**src/rtl/leb128_reader.sv**
```systemverilog
// Fetches one LEB128-encoded 32-bit integer from a byte-wide ROM and returns the value and the address after it.
// Define LEB128_SIGNED_EN to add the is_signed input and sign-extending decode.
module leb128_reader #(
  parameter int unsigned TIMEOUT = 15
) (
  input  logic        clk,
  input  logic        rst,
  input  logic        start,
  input  logic [31:0] start_addr,
`ifdef LEB128_SIGNED_EN
  input  logic        is_signed,
`endif
  output logic        busy,
  output logic        done,
  output logic [31:0] value,
  output logic [31:0] next_addr,
  output logic        error,
  output logic [31:0] rom_addr,
  output logic        rom_read_en,
  input  logic [7:0]  rom_data,
  input  logic        rom_ready,
  output logic [1:0]  fsm_state
);

  typedef enum logic [1:0] {IDLE = 2'd0, FETCH = 2'd1, DONE = 2'd2} state_t;

  // Handshake: rom_read_en holds while rom_addr is valid; a byte is taken only
  // in FETCH on the cycle rom_ready is high, and rom_ready elsewhere is dropped.
  state_t      state;
  logic [31:0] acc;
  logic [2:0]  n;
  logic [3:0]  tcnt;
  logic        accept;
  logic [5:0]  shamt;
  logic [31:0] acc_next;
  logic [31:0] final_value;
  logic        fifth_bad;

`ifdef LEB128_SIGNED_EN
  logic sgn;
`endif

  assign fsm_state = state;
  assign accept    = start && (state == IDLE || state == DONE);

  always_comb begin
    shamt       = {3'd0, n} * 6'd7;
    acc_next    = acc | ({25'd0, rom_data[6:0]} << shamt);
    final_value = acc_next;
`ifdef LEB128_SIGNED_EN
    if (sgn) begin
      fifth_bad = rom_data[7] || !(rom_data[6:3] == 4'h0 || rom_data[6:3] == 4'hF);
      // Sign-extend from the last payload bit when the encoding is shorter than 5 bytes.
      if (rom_data[6] && n < 3'd4)
        final_value = acc_next | (32'hFFFF_FFFF << (shamt + 6'd7));
    end else begin
      fifth_bad = rom_data[7] || (rom_data[6:4] != 3'd0);
    end
`else
    fifth_bad = rom_data[7] || (rom_data[6:4] != 3'd0);
`endif
  end

  always_ff @(posedge clk or posedge rst) begin
    if (rst) begin
      state       <= IDLE;
      busy        <= 1'b0;
      done        <= 1'b0;
      error       <= 1'b0;
      rom_read_en <= 1'b0;
      rom_addr    <= 32'd0;
      value       <= 32'd0;
      next_addr   <= 32'd0;
      acc         <= 32'd0;
      n           <= 3'd0;
      tcnt        <= 4'd0;
`ifdef LEB128_SIGNED_EN
      sgn         <= 1'b0;
`endif
    end else if (accept) begin
      state       <= FETCH;
      busy        <= 1'b1;
      done        <= 1'b0;
      error       <= 1'b0;
      rom_read_en <= 1'b1;
      rom_addr    <= start_addr;
      acc         <= 32'd0;
      n           <= 3'd0;
      tcnt        <= 4'd0;
`ifdef LEB128_SIGNED_EN
      sgn         <= is_signed;
`endif
    end else begin
      case (state)
        FETCH: begin
          if (rom_ready) begin
            if ((n == 3'd4 && fifth_bad) || !rom_data[7]) begin
              state       <= DONE;
              busy        <= 1'b0;
              done        <= 1'b1;
              rom_read_en <= 1'b0;
              rom_addr    <= 32'd0;
              if (n == 3'd4 && fifth_bad) begin
                error     <= 1'b1;
                value     <= 32'd0;
                next_addr <= rom_addr;
              end else begin
                value     <= final_value;
                next_addr <= rom_addr + 32'd1;
              end
            end else begin
              acc      <= acc_next;
              n        <= n + 3'd1;
              rom_addr <= rom_addr + 32'd1;
              tcnt     <= 4'd0;
            end
          end else if (tcnt == 4'(TIMEOUT - 1)) begin
            // Stalled: report the byte we were waiting for.
            state       <= DONE;
            busy        <= 1'b0;
            done        <= 1'b1;
            error       <= 1'b1;
            rom_read_en <= 1'b0;
            rom_addr    <= 32'd0;
            value       <= 32'd0;
            next_addr   <= rom_addr;
          end else begin
            tcnt <= tcnt + 4'd1;
          end
        end
        DONE: begin
          state <= IDLE;
          done  <= 1'b0;
        end
        default: state <= IDLE;
      endcase
    end
  end

endmodule
```
**config.mk**
```make
export PLATFORM = sky130hd
export DESIGN_NAME = leb128_reader
export DESIGN_NICKNAME = d
export VERILOG_FILES = /design/src/rtl/leb128_reader.sv
export SDC_FILE = /design/constraint.sdc
export NUM_CORES = 1
export LEC_CHECK = 0
export ABC_AREA = 1
export BUFFER_PORTS_ARGS = -buffer_cell sky130_fd_sc_hd__buf_4
export CAP_MARGIN = 10
export CORE_ASPECT_RATIO = 0.6
export CORE_MARGIN = 10
export CORE_UTILIZATION = 58
export CTS_BUF_LIST = sky130_fd_sc_hd__clkbuf_8
export DETAILED_ROUTE_END_ITERATION = 8
export GPL_TIMING_DRIVEN = 0
export MAX_ROUTING_LAYER = met4
export PLACE_DENSITY = 0.86
export SKIP_LAST_GASP = 1
export SYNTH_ARGS = -nofsm -noshare
export SYNTH_HDL_FRONTEND = slang
export SYNTH_SLANG_ARGS = --single-unit
```
**constraint.sdc**
```tcl
create_clock -name clk -period 5.6 [get_ports clk]
set_input_delay 0.56 -clock clk [delete_from_list [all_inputs] [get_ports clk]]
set_output_delay 0.56 -clock clk [all_outputs]
set_load 0.005 [all_outputs]
```
# After elaboration in Yosys (flattened, before gate mapping)
# Index checks and enable logic that the tools add are counted.
# classes
bitwise_logic	2
shift	1
order_cmp	0
addsub	3
muxes	45
reduce_logical	21
div	0
n_eq_ne	12
mul	1
# op_table
cell	n
$mux 32	16
$add 32x1->32 const B	1
$or 32x32->32	1
$shl 7x6->32	1
$mux 4	5
$mux 1	14
$mux 3	4
$reduce_and 3->1	4
$mux 2	5
$reduce_bool 3->1	3
$ne 4x4->1 const B	2
$reduce_and 4->1	2
$mul 3x3->6 const B	1
$ne 3x1->1 const B	2
$ne 3x3->1 const B	2
$reduce_bool 2->1	3
$add 4x1->4 const B	1
$eq 4x4->1 const B	1
$reduce_and 2->1	2
$add 3x1->3 const B	1
$eq 3x3->1 const B	1
$logic_or 1x1->1	3
$eq 2x1->1 const B	1
$eq 2x2->1 const B	1
other kinds (7)	8
# totals
romBits	0
wordCells	95
reg_bits	140
n_memories	0
latchBits	0
mem_bits_rw	0
inputBits	44
out_inout_bits	102

# Depth between registers and ports, before layout
# Gate-level depths: netlist of the first run.
# depth
ltp_word	8
mapped_depth	12
depth_no_buf	10

# Least setup slack after synthesis of the first run
# No wires, ideal clock.
# synth_path
path_type	reg2reg
startpoint	reg n[0]
endpoint	reg acc[20]
setup_slack_ps	3511
setup_ps	74
path_stages_with_launch	12
t_arrival_ps	2015
period_less_slack_ps	2089
t_required_ps	5526
path_buffers	2
path_cell_list	dfrtp_1 > clkbuf_1 > inv_1 > ha_1 > nand2_1 > nand2_1 > o211ai_2 > nand2_4 > nor2_8 > inv_2 > buf_6 > a21oi_4
# synth_via
elab_chain_len	7
elab_cells_between_ends	12
cone_classes	mul (1); eq/ne (2); shift (1); mux (4); bitwise (1); reduce/logical (3)
# synth_lines
element	line_no	source
start, declared	31	logic [2:0] n;
start signal, assigned	113	n <= n + 3'd1;
$mul 3x3->6	47	shamt = {3'd0, n} * 6'd7;
$shl 7x6->32	48	acc_next = acc | ({25'd0, rom_data[6:0]} << shamt);
$or 32x32->32	48	
$mux 32	97	if ((n == 3'd4 && fifth_bad) || !rom_data[7]) begin
$mux 32	96	if (rom_ready) begin
$mux 32	94	case (state)
$mux 32	80	end else if (accept) begin
end signal, assigned	112	acc <= acc_next;
end, declared	30	logic [31:0] acc;
# Parallel ways exist; a longest one is shown, timed or not. The select of a mux whose other input is x is not followed.
# A chain may end at the register's enable or synchronous reset.

# Final worst setup path of the first run
# layout_path
startpoint	reg n[0]
endpoint	reg value[4]
# layout_via
elab_chain_len	6
elab_cells_between_ends	11
cone_classes	mul (1); eq/ne (2); shift (1); mux (3); bitwise (1); reduce/logical (3)
# layout_lines
element	line_no	source
$mul 3x3->6	47	
$shl 7x6->32	48	
$or 32x32->32	48	
$mux 32	103	if (n == 3'd4 && fifth_bad) begin
$mux 32	97	
$mux 32	96	
end signal, assigned	108	value <= final_value;
end, declared	15	output logic [31:0] value,
# Parallel ways exist; a longest one is shown, timed or not. The select of a mux whose other input is x is not followed.

==> flow_summary.toml, run 1 <==
[outcome]
status = "complete, no violations"

[grt]
antenna_found_initial = 0
grt_pass1_wl_mm = 39.2
grt_pass1_vias = 7116
grt_start_max_net_pins = 101
track_usage_pct = 28.1
grt_overflow = 0

[final_layout]
fillers = 1033
fin_area_mm2 = 0.00932
syn_to_final_growth_pct = 23.3
seqCellArea_mm2 = 0.00350
nets = 1215
insertedDiodeCount = 0
drive_above_1_share_pct = 21.3
multi_input_area_mm2 = 0.00347

[detailed_routing]
dr.max_layer_used = "met4"
m1WireLength_mm = 11.2
drt-initial-drc-count = 929
post_drt_via_cell_ratio = 5.57
vias = 7508
ant_nets = 0
route.met3.wl_mm = 3.12
drtPass1Iterations = 7
wl_met2_mm = 10.3
drt_wl_total_mm = 24.9
drc_errors = 0
avgRoutedWirePerCell_um = 18.5

[timing]
fin_crit_ns = 2.83
min_period_over_period_pct = 50.5
rsz0062_at_grt = "false"
fmax_mhz = 354
tightestPinTransition_ns = 0.760
finalSetupViolCount = 0
hold_viol_final = 0
setup_ws_ns = 2.77
drv_slew = 0
slew-limit-headroom_pct = 49.4
skew_ns = 0.0110

[setup_path]
regToRegStartpoint = "n[0]$_DFFE_PP0P_"
startpoint = "n[0]$_DFFE_PP0P_"
crit_arrival_ns = 3.21
path_max_fanout = 10
cp-endpoint = "value[4]$_DFFE_PP0P_"
r2r_setup_slack_ns = 2.77
cp-start-kind = "flop"
required_ns = 5.99
rr_worst_depth = 12
criticalPathCategory = "flop to flop"
reg2reg_to = "value[4]$_DFFE_PP0P_"
cp-end-kind = "flop"

[synthesis]
synthTopCellsByArea = "dfrtp_1 (46%), nand2_1 (18%), nand3_1 (5.5%)"
synth_seq_cells = 140
synth.avg_cell_area_um2 = 7.55
async_reset_ff_share_pct = 100
synthFlopType = "dfrtp_1"
synth_most_common_cell = "nand2_1"
yosysTopAreaCellShare_pct = 46.3
ys_warn_count = 0
synth_area_mm2 = 0.00756
synthCells = 1001
synthTopCellsByCount = "nand2_1 (371), dfrtp_1 (140), nor2_1 (88)"
yosysUniqueCellTypes = 33
synth-edff-count = 0
synth_fp_nets = 1050
yosysTopAreaCell = "dfrtp_1"
yosysSeqAreaShare_pct = 46.3

[power_and_ir_drop]
power_density_mw_per_mm2 = 514
p_total_mw = 4.79
ir_worst_vdd_v = 0.000242
p_leak_nw = 4.74

[clock_network]
clk_pin_slew_ns = 0.08
numCtsBuffers = 17
cts_sinks = 140
postCtsSetupBuffers = 0
h-tree-depth = 4
clk_latency_ns = 0.44
ctsHoldBuffers = 0
cts_resized = 0
clock_path_buffers = 2
cts_tree = "done"
clockRootBuffer = "clkbuf_8"

[job]
maxCapViolCount = 0

[placement]
dp_slack_ns = 2.91
gp_congestion = 0.993
postPlaceCellArea_mm2 = 0.00889
dp_hpwl_mm = 19.0
port_buffers = 145

[floorplanning]
start_util_pct = 59.0
io_pins = 146
dieArea_mm2 = 0.0182
rows = 32
core_mm2 = 0.0128
die_w_um = 167
die_h_um = 108

[worst_hold_path]
hold_class = "primary input to asynchronous set/reset pin"
==> state kept, by name, summed over array words and instances, names as in the netlist <==
| register | cells |
|---|---|
| acc | 32 |
| next_addr | 32 |
| rom_addr | 32 |
| value | 32 |
| tcnt | 4 |
| n | 3 |
| fsm_state | 2 |
| done | 1 |
| error | 1 |
| rom_read_en | 1 |
==> per-stage QoR <==
| stage | util (%) | cells | TNS, ns | hold WS (ns) |
|---|---|---|---|---|
| floorplan | - | 1001 | 0 | 0.473 |
| global placement | 69.2 | 1316 | -36.88 | 0.464 |
| detailed placement | 69.4 | 1317 | 0 | 0.466 |
| CTS | 72.7 | 1348 | 0 | 0.111 |
| global route | 72.7 | 1348 | 0 | 0.123 |
| finish | 72.7 | 1348 | 0 | 0.112 |
==> cells in the final DEF, fill, tap and decap left out, types with 2 or more instances in the layout <==
| cell | synthesis | final |
|---|---|---|
| o211ai_1 | 7 | 7 |
| clkinvlp_4 | 0 | 3 |
| buf_4 | 3 | 148 |
| a21oi_2 | 20 | 20 |
| dfrtp_1 | 140 | 140 |
| inv_2 | 5 | 5 |
| xnor2_1 | 2 | 2 |
| o21ai_0 | 30 | 30 |
| ha_1 | 5 | 5 |
| xor2_1 | 16 | 16 |
| buf_2 | 20 | 20 |
| a22oi_1 | 5 | 5 |
| and2_1 | 2 | 2 |
| inv_1 | 84 | 86 |
| a21oi_1 | 58 | 58 |
| or2_2 | 2 | 2 |
| nor2_2 | 3 | 3 |
| clkbuf_1 | 15 | 15 |
| buf_1 | 3 | 3 |
| clkbuf_8 | 0 | 18 |
| bufinv_16 | 0 | 4 |
| inv_6 | 0 | 2 |
| nor2_4 | 4 | 4 |
| o21ai_1 | 5 | 5 |
| o31ai_1 | 8 | 8 |
| nor2_1 | 88 | 88 |
| nand3_1 | 83 | 83 |
| a21oi_4 | 10 | 10 |
| nand2_1 | 371 | 371 |
| buf_6 | 5 | 5 |
==> how the worst min path moves through the flow <==
stage	slack, ns	cells past startpoint	endpoint	from
6_report	0.11	2	value[27]$_DFFE_PP0P_	rst
5_1_grt	0.12	2	next_addr[25]$_DFFE_PP0P_	rst
4_1_cts	0.11	2	next_addr[25]$_DFFE_PP0P_	rst
3_5_place_dp	0.47	2	next_addr[21]$_DFFE_PP0P_	next_addr[21]$_DFFE_PP0P_
3_3_place_gp	0.46	2	value[16]$_DFFE_PP0P_	value[16]$_DFFE_PP0P_
2_1_floorplan	0.47	2	next_addr[10]$_DFFE_PP0P_	next_addr[10]$_DFFE_PP0P_
==> layout make-up <==
cell class / count / share of cell area [%]
sequential: 140 / 37.6
multi-input combinational: 725 / 37.3
timing repair buffer: 146 / 12.0
inverter: 90 / 3.68
clock buffer: 18 / 2.66
buffer: 46 / 2.65
tap: 170 / 2.28
clock inverter: 13 / 1.89
==> worst max-delay path, cell delays in order (launching register included) <==
cell	delay (ns)
dfrtp_1	0.48
clkbuf_1	0.37
inv_1	0.15
ha_1	0.23
nand2_1	0.08
inv_1	0.04
nand2_1	0.06
nand2_1	0.06
clkinv_1	0.11
clkbuf_1	0.60
buf_2	0.36
nand3_1	0.13
nand2_1	0.07
==> cells by family (layout without fill, tap and decap cells) <==
logic type	Yosys count	in the layout	synth area share, %
adder cells (fa/ha/maj)	5	5	0.827
flip-flops	140	140	46.3
AND/OR/NAND/NOR	558	558	30.2
AO/OA/AOI/OAI	144	144	12.8
XOR/XNOR	18	18	2.09
buffers and inverters	136	313	7.73
==> layer usage <==
metal | track usage [%] | up-vias
li1 | - | 3498
met1 | 39.5 | 3528
met2 | 37.3 | 445
met3 | 10.0 | 37
met4 | 7.43 | 0
met5 | - | -
==> power breakdown <==
part	total, mW	leakage, nW	switching, mW	internal (mW)
clock	0.892	0.215	0.400	0.491
sequential	1.76	1.81	0.394	1.37
combinational	2.14	2.72	1.27	0.874
Power figures use the tool's default switching activity.
==> run 2: changes to the inputs <==
--- a/config.mk
+++ b/config.mk
@@ -5,12 +5,12 @@
 export SDC_FILE = /design/constraint.sdc
 export NUM_CORES = 1
 export LEC_CHECK = 0
-export ABC_AREA = 1
+export ABC_AREA = 0
 export BUFFER_PORTS_ARGS = -buffer_cell sky130_fd_sc_hd__buf_4
 export CAP_MARGIN = 10
 export CORE_ASPECT_RATIO = 0.6
 export CORE_MARGIN = 10
-export CORE_UTILIZATION = 58
+export CORE_UTILIZATION = 57
 export CTS_BUF_LIST = sky130_fd_sc_hd__clkbuf_8
 export DETAILED_ROUTE_END_ITERATION = 8
 export GPL_TIMING_DRIVEN = 0
==> constraint.sdc (replaced) <==
create_clock -name clk -period 2.77 [get_ports clk]
set_input_delay 0.277 -clock clk [delete_from_list [all_inputs] [get_ports clk]]
set_output_delay 0.277 -clock clk [all_outputs]
set_load 0.005 [all_outputs]
==> flow_summary.toml, run 2 <==
[final_layout]
finish.utilization_pct = 75.4
drive_above_1_share_pct = 21.8
fin_area_mm2 = 0.00868
layout_commonest_cell = "buf_4"
layout.cells.non_filler = 1100
nets = 976
final_cell_mix = "buf_4 (143), dfrtp_1 (139), nand2_1 (122)"
insertedDiodeCount = 0
syn_to_final_growth_pct = 26.8

[power_and_ir_drop]
power_density_mw_per_mm2 = 882
p_leak_nw = 3.95
p_total_mw = 7.66
ir_worst_vdd_v = 0.000483

[floorplanning]
rows = 30
io_pins = 146
core_mm2 = 0.0115
start_util_pct = 59.4
die_w_um = 161
dieArea_mm2 = 0.0169
die_h_um = 105

[synthesis]
synth_fp_nets = 811
synth.avg_cell_area_um2 = 8.98
async_reset_ff_share_pct = 100
synth_area_mm2 = 0.00685
yosysTopAreaCellShare_pct = 51.2
ys_warn_count = 0
synth_seq_cells = 140
yosysTopAreaCell = "dfrtp_1"
synthFlopType = "dfrtp_1"
synthTopCellsByArea = "dfrtp_1 (51%), nand2_1 (6.7%), a21oi_1 (4.9%)"
synth-edff-count = 0
synthCells = 762
yosysUniqueCellTypes = 55
synth_most_common_cell = "dfrtp_1"
yosysSeqAreaShare_pct = 51.2
synthTopCellsByCount = "dfrtp_1 (140), nand2_1 (123), a21oi_1 (67)"

[clock_network]
cts_sinks = 140
clk_latency_ns = 0.46
clockRootBuffer = "clkbuf_8"
clk_pin_slew_ns = 0.09
clock_path_buffers = 2
numCtsBuffers = 17
h-tree-depth = 4
cts_tree = "done"

[detailed_routing]
drt-initial-drc-count = 1007
drc_errors = 0
ant_nets = 0
vias = 6909
drtPass1Iterations = 7
drt_wl_total_mm = 23.1
avgRoutedWirePerCell_um = 21.0
post_drt_via_cell_ratio = 6.28

[timing]
finalSetupViolCount = 0
rsz0062_at_grt = "true"
drv_slew = 0
fin_crit_ns = 2.66
tightestPinTransition_ns = 0.992
finalSetupTns_ns = 0
worst_hold_slack_ns = 0.0185
skew_ns = 0.0125
hold_viol_final = 0
fmax_mhz = 376
setup_ws_ns = 0.110
min_period_over_period_pct = 96.0
slew-limit-headroom_pct = 33.4

[grt]
grt_pass1_vias = 6597
grt_pass1_wl_mm = 36.4
grt_overflow = 0
antenna_found_initial = 0
grt_start_max_net_pins = 41
track_usage_pct = 27.4

[setup_path]
crit_arrival_ns = 3.03
criticalPathCategory = "flop to flop"
cp-end-kind = "flop"
path_max_fanout = 7
required_ns = 3.14
cp-start-kind = "flop"

[placement]
dp_hpwl_mm = 16.9
dp_slack_ns = -0.322
port_buffers = 142
gp_congestion = 0.960
place_inst = 1068
postPlaceCellArea_mm2 = 0.00820

[worst_hold_path]
hold_class = "primary input to flop"

[job]
maxCapViolCount = 0

[outcome]
status = "complete, no violations"
==> run 2: cell count changes after synthesis, moves of 27 or more <==
cell | previous run | this run
o21ai_0 | 30 | 59
nor2_1 | 88 | 61
inv_1 | 84 | 9
clkbuf_1 | 15 | 47
nand3_1 | 83 | 27
nand2_1 | 371 | 123
==> run 2: power by group <==
part / total (mW) / switching, mW / leakage (nW) / internal (mW)
sequential: 3.22 / 0.598 / 1.83 / 2.62
clock: 1.83 / 0.845 / 0.218 / 0.981
combinational: 2.62 / 1.41 / 1.90 / 1.21
==> run 2: area by class of cell <==
class | instances | area, µm²
clock buffers | 17 | 234
well taps | 160 | 200
flip-flops and latches | 140 | 3500
repair buffers | 147 | 1160
multi-input cells | 558 | 3120
clock inverters | 15 | 198
plain buffers | 53 | 220
inverters | 10 | 41.3
fillers | 830 | 2840
==> run 2: layer usage <==
layer | routed length (µm) | up-vias | GRT usage [%]
li1 | - | 3052 | -
met1 | 9790 | 3268 | 38.1
met2 | 9580 | 526 | 36.3
met3 | 3230 | 63 | 10.2
met4 | 497 | 0 | 7.63
met5 | 0 | - | -
==> run 2: logic make-up after synthesis <==
kind of cell	after synthesis	synth area share, %
fa+ha+maj	5	0.914
simple gates	300	20.7
buf+inv	64	3.56
flops	140	51.2
compound gates	223	19.8
xor+xnor	30	3.84
==> run 2: worst paths after layout <==
path | from | end | slack [ns] | depth (start not counted)
max in group asynchronous | rst | done$_DFFE_PP0P_ | 1.42 | 6
min reg2reg | next_addr[27]$_DFFE_PP0P_ | next_addr[27]$_DFFE_PP0P_ | 0.49 | 2
min | start_addr[20] | rom_addr[20]$_DFFE_PP0P_ | 0.02 | 3
min in group asynchronous | rst | next_addr[31]$_DFFE_PP0P_ | 0.32 | 3
max | rom_addr[0]$_DFFE_PP0P_ | next_addr[30]$_DFFE_PP0P_ | 0.11 | 6
max reg2reg | rom_addr[0]$_DFFE_PP0P_ | next_addr[30]$_DFFE_PP0P_ | 0.11 | 6
==> run 2: timing repair <==
action                     CTS  global route
hold buffers                 1             0
setup buffers                0             0
hold endpoints to repair    12             0
gates resized for setup     12            10
setup endpoints to repair   72           104
pin swaps                    0             0
==> run 2: critical path, cell delays in order, from the launching register on <==
cell and delay, ns:
dfrtp_2 0.46, ha_1 0.28, nand3_2 0.23, or4_4 0.65, or3_4 0.42, or3_1 0.37
a31oi_1 0.17
